<file path="src/rtl/and3_arbiter.sv">
// -----------------------------------------------------------------------------
// and3_arbiter
//   Shares a single 3-input AND unit between NREQ requesters using a
//   round-robin grant. A grant is issued combinationally when the response
//   register is free or is being drained in the same cycle. The AND result
//   appears one cycle later in a registered response slot with a
//   valid/ready handshake.
//
// Ports
//   clk        single clock, rising edge
//   rst        asynchronous active-high reset
//   req        per-requester request (held until granted)
//   opnd       3 operand bits per requester; requester i owns opnd[3i+2:3i]
//   gnt        one-hot grant, combinational
//   rsp_valid  response slot holds a result
//   rsp_ready  consumer accepts the response
//   rsp_id     index of the requester the result belongs to
//   rsp_data   AND of the served requester's operand bits
//   op_count   total grants issued, modulo 256
// -----------------------------------------------------------------------------
module and3_arbiter #(
   parameter int NREQ = 4,
   parameter int IDW  = 2
) (
   input  logic              clk,
   input  logic              rst,
   input  logic [NREQ-1:0]   req,
   input  logic [3*NREQ-1:0] opnd,
   output logic [NREQ-1:0]   gnt,
   output logic              rsp_valid,
   input  logic              rsp_ready,
   output logic [IDW-1:0]    rsp_id,
   output logic              rsp_data,
   output logic [7:0]        op_count
);

   typedef enum logic {IDLE, HOLD} state_t;

   state_t          state_reg, state_next;
   logic [IDW-1:0]  rr_ptr_reg;
   logic            rsp_valid_reg;
   logic [IDW-1:0]  rsp_id_reg;
   logic            rsp_data_reg;
   logic [7:0]      op_count_reg;

   logic [NREQ-1:0] and_bits;
   logic            can_issue;
   logic            gnt_any;
   logic [IDW-1:0]  gnt_idx;

   // Per-requester AND of its three operand bits; the grant picks one.
   generate
      for (genvar gi = 0; gi < NREQ; gi++) begin : g_and
         assign and_bits[gi] = &opnd[3*gi +: 3];
      end
   endgenerate

   // The slot is free when idle, or when its current content leaves this cycle.
   assign can_issue = (state_reg == IDLE) | (rsp_valid_reg & rsp_ready);

   // Round-robin search starting at rr_ptr_reg. Walking from the farthest
   // candidate down to the nearest lets the nearest match win without a break.
   // Index arithmetic wraps naturally because NREQ is a power of two.
   always_comb begin
      logic [IDW-1:0] cand;
      cand    = '0;
      gnt_any = 1'b0;
      gnt_idx = '0;
      for (int k = NREQ - 1; k >= 0; k--) begin
         cand = rr_ptr_reg + IDW'(k);
         if (req[cand]) begin
            gnt_any = 1'b1;
            gnt_idx = cand;
         end
      end
      // Reset is asynchronous, so the grant is masked directly as well.
      if (!can_issue || rst) begin
         gnt_any = 1'b0;
      end
   end

   assign gnt = gnt_any ? (NREQ'(1) << gnt_idx) : '0;

   // Next-state logic: a grant always (re)fills the slot; otherwise a
   // completed handshake empties it.
   always_comb begin
      state_next = state_reg;
      case (state_reg)
         IDLE: if (gnt_any) state_next = HOLD;
         HOLD: begin
            if (gnt_any)        state_next = HOLD;
            else if (rsp_ready) state_next = IDLE;
         end
         default: state_next = IDLE;
      endcase
   end

   always_ff @(posedge clk or posedge rst) begin
      if (rst) begin
         state_reg     <= IDLE;
         rr_ptr_reg    <= '0;
         rsp_valid_reg <= 1'b0;
         rsp_id_reg    <= '0;
         rsp_data_reg  <= 1'b0;
         op_count_reg  <= '0;
      end else begin
         state_reg     <= state_next;
         rsp_valid_reg <= (state_next == HOLD);
         if (gnt_any) begin
            rsp_id_reg   <= gnt_idx;
            rsp_data_reg <= and_bits[gnt_idx];
            rr_ptr_reg   <= gnt_idx + IDW'(1);
            op_count_reg <= op_count_reg + 8'd1;
         end
      end
   end

   assign rsp_valid = rsp_valid_reg;
   assign rsp_id    = rsp_id_reg;
   assign rsp_data  = rsp_data_reg;
   assign op_count  = op_count_reg;

endmodule

</file>
<file path="config.mk">
export PLATFORM = sky130hd
export DESIGN_NAME = and3_arbiter
export DESIGN_NICKNAME = d
export VERILOG_FILES = /design/src/rtl/and3_arbiter.sv
export SDC_FILE = /design/constraint.sdc
export NUM_CORES = 1
export LEC_CHECK = 0
export CAP_MARGIN = 10
export CORE_UTILIZATION = 36
export DETAILED_ROUTE_END_ITERATION = 8
export GPL_TIMING_DRIVEN = 0
export PLACE_DENSITY = 0.74
export SYNTH_ARGS = -nofsm -noshare
export SYNTH_HDL_FRONTEND = slang
export SYNTH_SLANG_ARGS = --single-unit
export TNS_END_PERCENT = 100
</file>
<file path="constraint.sdc">
create_clock -name clk -period 2 [get_ports clk]
set_clock_uncertainty 0.15 [all_clocks]
set_input_delay 0.4 -clock clk [delete_from_list [all_inputs] [get_ports clk]]
set_output_delay 0.4 -clock clk [all_outputs]
set_load 0.02 [all_outputs]
</file>
==> metrics.md, run 1 <==
| Metric | Value |
|---|---|
| PortBufs | 34 |
| Clock insertion delay at the later pin of the skew report | 270 ps |
| RSZ-0062 raised after global routing | yes |
| Total track usage | 16.65% |
| Placed cell count | 133 |
| WHS | 209.5 ps |
| R2r setup slk | 110 ps |
| Multi-input logic area | 436.7 sq um |
| Synth top area share | 45.98% |
| Violated checks | negative setup slack |
| Commonest non-fill, non-tap cells in the layout | 23 x clkdlybuf4s50_1, 14 x dfrtp_1, 13 x buf_4, 6 x xnor2_1, 6 x nand3_1 |
| Worst-margin pin slew | 511.3 ps |
| Slew HR | 65.88% |
| Slowest-stage cell, CP | or4b_4 |
| Area leader, netlist | dfrtp_1 |
| Crit path capture type | output pin |
| Final Non-Filler Cells | 146 |
| Drt wl/cell | 11.95 um |
| Commonest non-fill, non-tap cell in the layout | clkdlybuf4s50_1 |
| Initial DRC Count | 14 |
| Crit path max fanout | 3 |
| Final Hold Fails | 0 |
| Initial core utilization | between 30% and 40% |
| CTS buffer count | 3 |
| Syn Inst Count | 72 |
| Fmax | 0.4201 GHz |
| Largest net degree at the start of global routing | 15 |
| # Max-Cap Violations | 0 |
| Largest cells by area after synthesis | dfrtp_1 46%, xnor2_1 6.9%, nand3_1 3.9% |
| FF/Latch Area | between 300 and 400 sq um |
| Crit path cell chain | or2b_4 > nor3b_4 > or4b_4 > nor2b_4 > buf_6 |
| Fin crit share | 119.0% |
| RR Startpoint | rsp_valid |
| Layout cells sized above 1 | 30.25% |
| ANT cells | 0 |
| Seq/Total Area, Yosys | 45.98% |
| Clock transition at path regs | 80 ps |
| Drt first pass iters | 4 |
| Slowest cell delay on critical path | 540 ps |
| Area Growth Syn to Fin | 65.68% |
| Seq cells post-synth | 14 |
| PnR worst setup slack | -380.3 ps |
| Final GP Congestion | 0.6599 |
| Max clock buf depth | 2 |
| Die X | 48.01 um |
| CTS tree | done |
| Setup-failing EPs final | 4 |
| End-of-flow core utilization | 63.70% |
| Antenna violations before repair | 0 |
| Vias in the first global route | 624 |
| Die area | between 2000 and 2500 sq um |
| Overflow after GRT | 0 |
| DPL Wire Length | 1270 um |
| TritonCTS Sinks | 14 |
| Outcome | finished with violations |
| Tot Pwr | 1269 uW |
| FF-to-FF End | rsp_data |
| Fin. max-slew vios | 0 |
| Top Ports | 35 |
| Pwr Density | 1005 nW/um^2 |
| Yosys cell types | 29 |
| First-pass GRT wire length | 2587 um |
| Final setup TNS | -1113 ps |
| Leak | 0.0005492 uW |
| CP bufs+invs | 1 |
| # rows | 16 |
| Core Footprint | 1982 sq um |
| Vias per cell | between 4 and 5 |
| Residual DRC count | 0 |
| Layout Nets | 141 |
| CP Data Required Time | 1450 ps |
| Yosys synthesis warning count | 0 |
| Worst path arrival time | 1830 ps |
| CP delay by family, top | simple AND/OR/NAND/NOR gates |
| Synth Cell Area | 762.0 sq um |
| Fin crit period | 2380 ps |
| Vias post-DR | 708 |
| Hold Crit Class | in -> async |
| Die H | around 48 um |
| R2R cell count | 6 |
| Syn Area/Cell | 10.58 sq um |
| Largest register FFs | 8 |
| Root buf cell | clkbuf_4 |
| Fill cell count | approximately 160 |
| Critical path type | reg -> out |
| Post-route ant nets | 0 |
| H-tree depth | 1 |
| Total wire length | 1745 um |
| Net Count, Synth | roughly 90 |
| Peak supply drop | between 0.7 and 0.8 mV |
| Critical path startpoint category | register |
routing by layer:
| metal | track usage (%) | up-vias | routed length (um) | part of all wire, % |
|---|---|---|---|---|
| li1 | - | 353 | - | - |
| met1 | 20.70 | 333 | 791 | 45 |
| met2 | 28.11 | 22 | 892 | 51 |
| met3 | 5.660 | 0 | 62 | 3.6 |
| met4 | 3.333 | 0 | 0 | 0 |
| met5 | 0 | - | 0 | 0 |
timing repair:
item	in CTS	in global routing
buffers inserted	7	4
pin swaps	4	1
setup endpoints to repair	9	4
hold buffers	0	0
gates resized for setup	35	4
gates cloned	0	0
synth_stat cells:
cell	n
xnor2_1	6
a221o_1	2
nor3_1	2
a21oi_2	1
or4b_4	1
or2b_2	1
nand3_1	6
and4_2	1
mux2i_1	2
ha_1	1
dfrtp_1	14
inv_1	3
nor2b_2	1
nor4_2	1
mux2_2	2
nor2_1	4
nand4_1	2
a21boi_0	1
nor2b_1	3
a21oi_1	1
and2_1	2
o21bai_1	1
xor2_1	2
o21ai_0	3
buf_2	1
and3_1	2
nand2_1	4
nor3b_4	1
a21o_1	1
metrics by stage:
| step | setup WS, ps | area, sq um |
|---|---|---|
| detailed placement | -1321 | 1156 |
| CTS | -391.4 | 1236 |
| global route | -445.3 | 1262 |
| finish | -380.3 | 1262 |
| floorplan | -230.9 | 782.0 |
| global placement | -1296 | 1156 |
cells by family after synthesis:
logic type / synth area share, %
adders and majority gates: 1.642
xor gates and xnor gates: 9.196
muxes: 5.583
DFF: 45.98
AOI/OAI and AO/OA: 9.360
and+or+nand+nor: 26.11
buffers and inverters: 2.134
cell type report:
| type | count | area share, % |
|---|---|---|
| clock buffer | 3 | 1.784 |
| inverter | 3 | 0.8920 |
| multi-input combinational | 54 | 34.59 |
| sequential | 14 | 27.75 |
| tap | 27 | 2.676 |
| timing repair buffer | 45 | 32.31 |
worst max-delay path by stage:
| stage | from | to | slack [ps] | cells after the start |
|---|---|---|---|---|
| final | rsp_valid | gnt[3] | -380 | 5 |
| after global routing | rsp_valid | gnt[3] | -450 | 5 |
| after CTS | rsp_valid | gnt[3] | -390 | 5 |
| after detailed placement | req[1] | gnt[3] | -1320 | 6 |
| after global placement | req[1] | gnt[3] | -1300 | 6 |
| after floorplan | rsp_valid | gnt[3] | -230 | 4 |
where the power goes:
| part | internal, uW | switching, uW |
|---|---|---|
| clock | 69.8 | 82.5 |
| sequential | 375 | 95.3 |
| combinational | 355 | 291 |
(Power assumes the default switching activity.)
==> inputs of run 2 (changes only) <==
--- a/config.mk
+++ b/config.mk
@@ -6,10 +6,10 @@
 export NUM_CORES = 1
 export LEC_CHECK = 0
 export CAP_MARGIN = 10
-export CORE_UTILIZATION = 36
+export CORE_UTILIZATION = 40
 export DETAILED_ROUTE_END_ITERATION = 8
 export GPL_TIMING_DRIVEN = 0
-export PLACE_DENSITY = 0.74
+export PLACE_DENSITY = 0.78
 export SYNTH_ARGS = -nofsm -noshare
 export SYNTH_HDL_FRONTEND = slang
 export SYNTH_SLANG_ARGS = --single-unit
==> constraint.sdc (replaced) <==
create_clock -name clk -period 2.25 [get_ports clk]
set_clock_uncertainty 0.15 [all_clocks]
set_input_delay 0.45 -clock clk [delete_from_list [all_inputs] [get_ports clk]]
set_output_delay 0.45 -clock clk [all_outputs]
set_load 0.02 [all_outputs]
==> run 2 against run 1 <==
The flow still finishes with violations (negative setup slack). Utilization up 8.9 points. Worst setup slack gained 180 ps. Via count grew 2.0%. Sequential share of layout area is 0.38 points lower. Clock power up 20%. Register-to-register slack improved by 250 ps. First-iteration DRC count shrank 79%. Die area decreased by 9.6%. Design area up 1.4%. Total power decreased by 7.5%. Worst hold slack better by 51 ps. Non-clock buffer count is 1 lower. Largest cell class unchanged. Largest power group unchanged.
==> metrics.md, run 2 (synthesis results as in run 1) <==
| Metric | Value |
|---|---|
| Initial DRC Count | 3 |
| Root buf cell | clkbuf_4 |
| Worst path arrival time | around 1900 ps |
| Fin crit share | 109.0% |
| Crit path max fanout | 3 |
| Peak supply drop | 0.6488 mV |
| Clock insertion delay at the later pin of the skew report | 290 ps |
| H-tree depth | 1 |
| Slowest cell delay on critical path | 530 ps |
| Overflow after GRT | 0 |
| Violated checks | negative setup slack |
| Final GP Congestion | 0.7356 |
| Slew HR | between 60% and 70% |
| Outcome | finished with violations |
| Fin crit period | 2453 ps |
| Fill cell count | 154 |
| Commonest non-fill, non-tap cell in the layout | clkdlybuf4s50_1 |
| Final setup TNS | -454.3 ps |
| Die H | around 46 um |
| Largest register FFs | 8 |
| Leak | roughly 0.00056 uW |
| CP Data Required Time | 1650 ps |
| Top Ports | 35 |
| Multi-input logic area | 445.4 sq um |
| Final Hold Fails | 0 |
| Critical path startpoint category | register |
| CTS tree | done |
| CTS hold repair buffers | 0 |
| # rows | 15 |
| Commonest non-fill, non-tap cells in the layout | 24 x clkdlybuf4s50_1, 14 x dfrtp_1, 11 x buf_4, 6 x xnor2_1, 6 x nand3_1 |
| Tot Pwr | 1174 uW |
| DPL Wire Length | 1284 um |
| FF-to-FF End | rsp_data |
| Total track usage | 20.58% |
| Largest net degree at the start of global routing | 15 |
| First-pass GRT wire length | 3042 um |
| Hold Crit Class | in -> async |
| End-of-flow core utilization | between 70 and 80% |
| ANT cells | 0 |
| Area Growth Syn to Fin | 67.98% |
| Drt wl/cell | 12.99 um |
| CP bufs+invs | 1 |
| CP delay by family, top | simple AND/OR/NAND/NOR gates |
| Critical path type | reg -> out |
| # Max-Cap Violations | 0 |
| Pwr Density | 917.1 nW/um^2 |
| Layout Nets | 140 |
| Fmax | 0.4077 GHz |
| CTS buffer count | 3 |
| Crit path cell chain | or2b_4 > nor3b_4 > or4b_4 > nor2b_4 > buf_6 |
| Vias per cell | 5.014 |
| Slowest-stage cell, CP | or4b_4 |
| Die area | 2083 sq um |
| PnR worst setup slack | -202.6 ps |
| RSZ-0062 raised after global routing | yes |
| R2r setup slk | 360 ps |
| Max clock buf depth | 2 |
| FF/Latch Area | 350.3 sq um |
| Fin. max-slew vios | 0 |
| Die X | 45.65 um |
| PortBufs | 34 |
| Vias in the first global route | 691 |
| Core Footprint | between 1500 and 2000 sq um |
| Crit path capture type | output pin |
| R2R cell count | 6 |
| Initial core utilization | between 40% and 50% |
| RR Startpoint | rsp_valid |
| Residual DRC count | 0 |
| Layout cells sized above 1 | approximately 31% |
| Drt first pass iters | 3 |
| DP Worst Slack | -1168 ps |
| Vias post-DR | 722 |
| Post-route ant nets | 0 |
| Antenna violations before repair | 0 |
| Setup-failing EPs final | 3 |
| TritonCTS Sinks | 14 |
| Total wire length | 1871 um |
| Clock transition at path regs | 90 ps |
| Worst-margin pin slew | between 500 and 600 ps |
==> run 2: cell count changes in the layout (fill, tap and decap cells not counted) <==
| cell | previous run | this run |
|---|---|---|
| clkbuf_8 | 0 | 1 |
| buf_4 | 13 | 11 |
| clkdlybuf4s50_1 | 23 | 24 |
| nand2_2 | 1 | 2 |
| nor3_4 | 0 | 1 |
| dlygate4sd2_1 | 3 | 2 |
| nor3_2 | 2 | 1 |
| clkbuf_2 | 1 | 0 |
| nand2_1 | 3 | 2 |
| buf_6 | 2 | 3 |
| buf_2 | 1 | 2 |
==> run 2: how the worst max path moves through the flow <==
| stage | from | to | slack, ps | cells past startpoint |
|---|---|---|---|---|
| final | rsp_valid | gnt[3] | -200 | 5 |
| after global routing | rsp_valid | gnt[3] | -270 | 5 |
| after CTS | rsp_valid | gnt[3] | -210 | 5 |
| after detailed placement | req[2] | gnt[3] | -1170 | 6 |
| after global placement | req[1] | gnt[3] | -1140 | 6 |
| after floorplan | rsp_valid | gnt[3] | -30 | 4 |
==> run 2: through the flow <==
step / hold WS (ps) / cell area [sq um] / instances
after detailed placement: 316.6 / 1149 / 131
after global routing: 301.5 / 1280 / 144
final: 260.1 / 1280 / 144
after CTS: 264.7 / 1251 / 142
after floorplan: 189.2 / 777.0 / 72
after global placement: 309.6 / 1149 / 131
==> run 2: per-layer routing <==
| layer | GRT usage, % | vias up | wire (um) |
|---|---|---|---|
| li1 | - | 347 | - |
| met1 | 28.04 | 351 | 879 |
| met2 | 30.86 | 20 | 900 |
| met3 | 5.952 | 4 | 66 |
| met4 | 7.273 | 0 | 25 |
| met5 | 0 | - | 0 |
==> run 2: timing repair <==
action | 4_1_cts | 5_1_grt
gates resized for setup | 44 | 4
endpoints found under the setup margin | 5 | 4
pin swaps | 8 | 2
endpoints found under the hold margin | 0 | 0
setup buffers | 8 | 2
==> run 2: cell type report <==
| class | instances | area share (%) |
|---|---|---|
| Tap cell | 25 | 2.444 |
| Clock buffer | 4 | 2.835 |
| Multi-Input combinational cell | 54 | 34.80 |
| Inverter | 3 | 0.8798 |
| Sequential cell | 14 | 27.37 |
| Timing Repair Buffer | 44 | 31.67 |
==> run 2: where the power goes <==
part           leakage, uW  switching (uW)  internal, uW
clock network    0.0000210            84.8          98.6
registers         0.000173            84.7           333
logic             0.000362             265           307
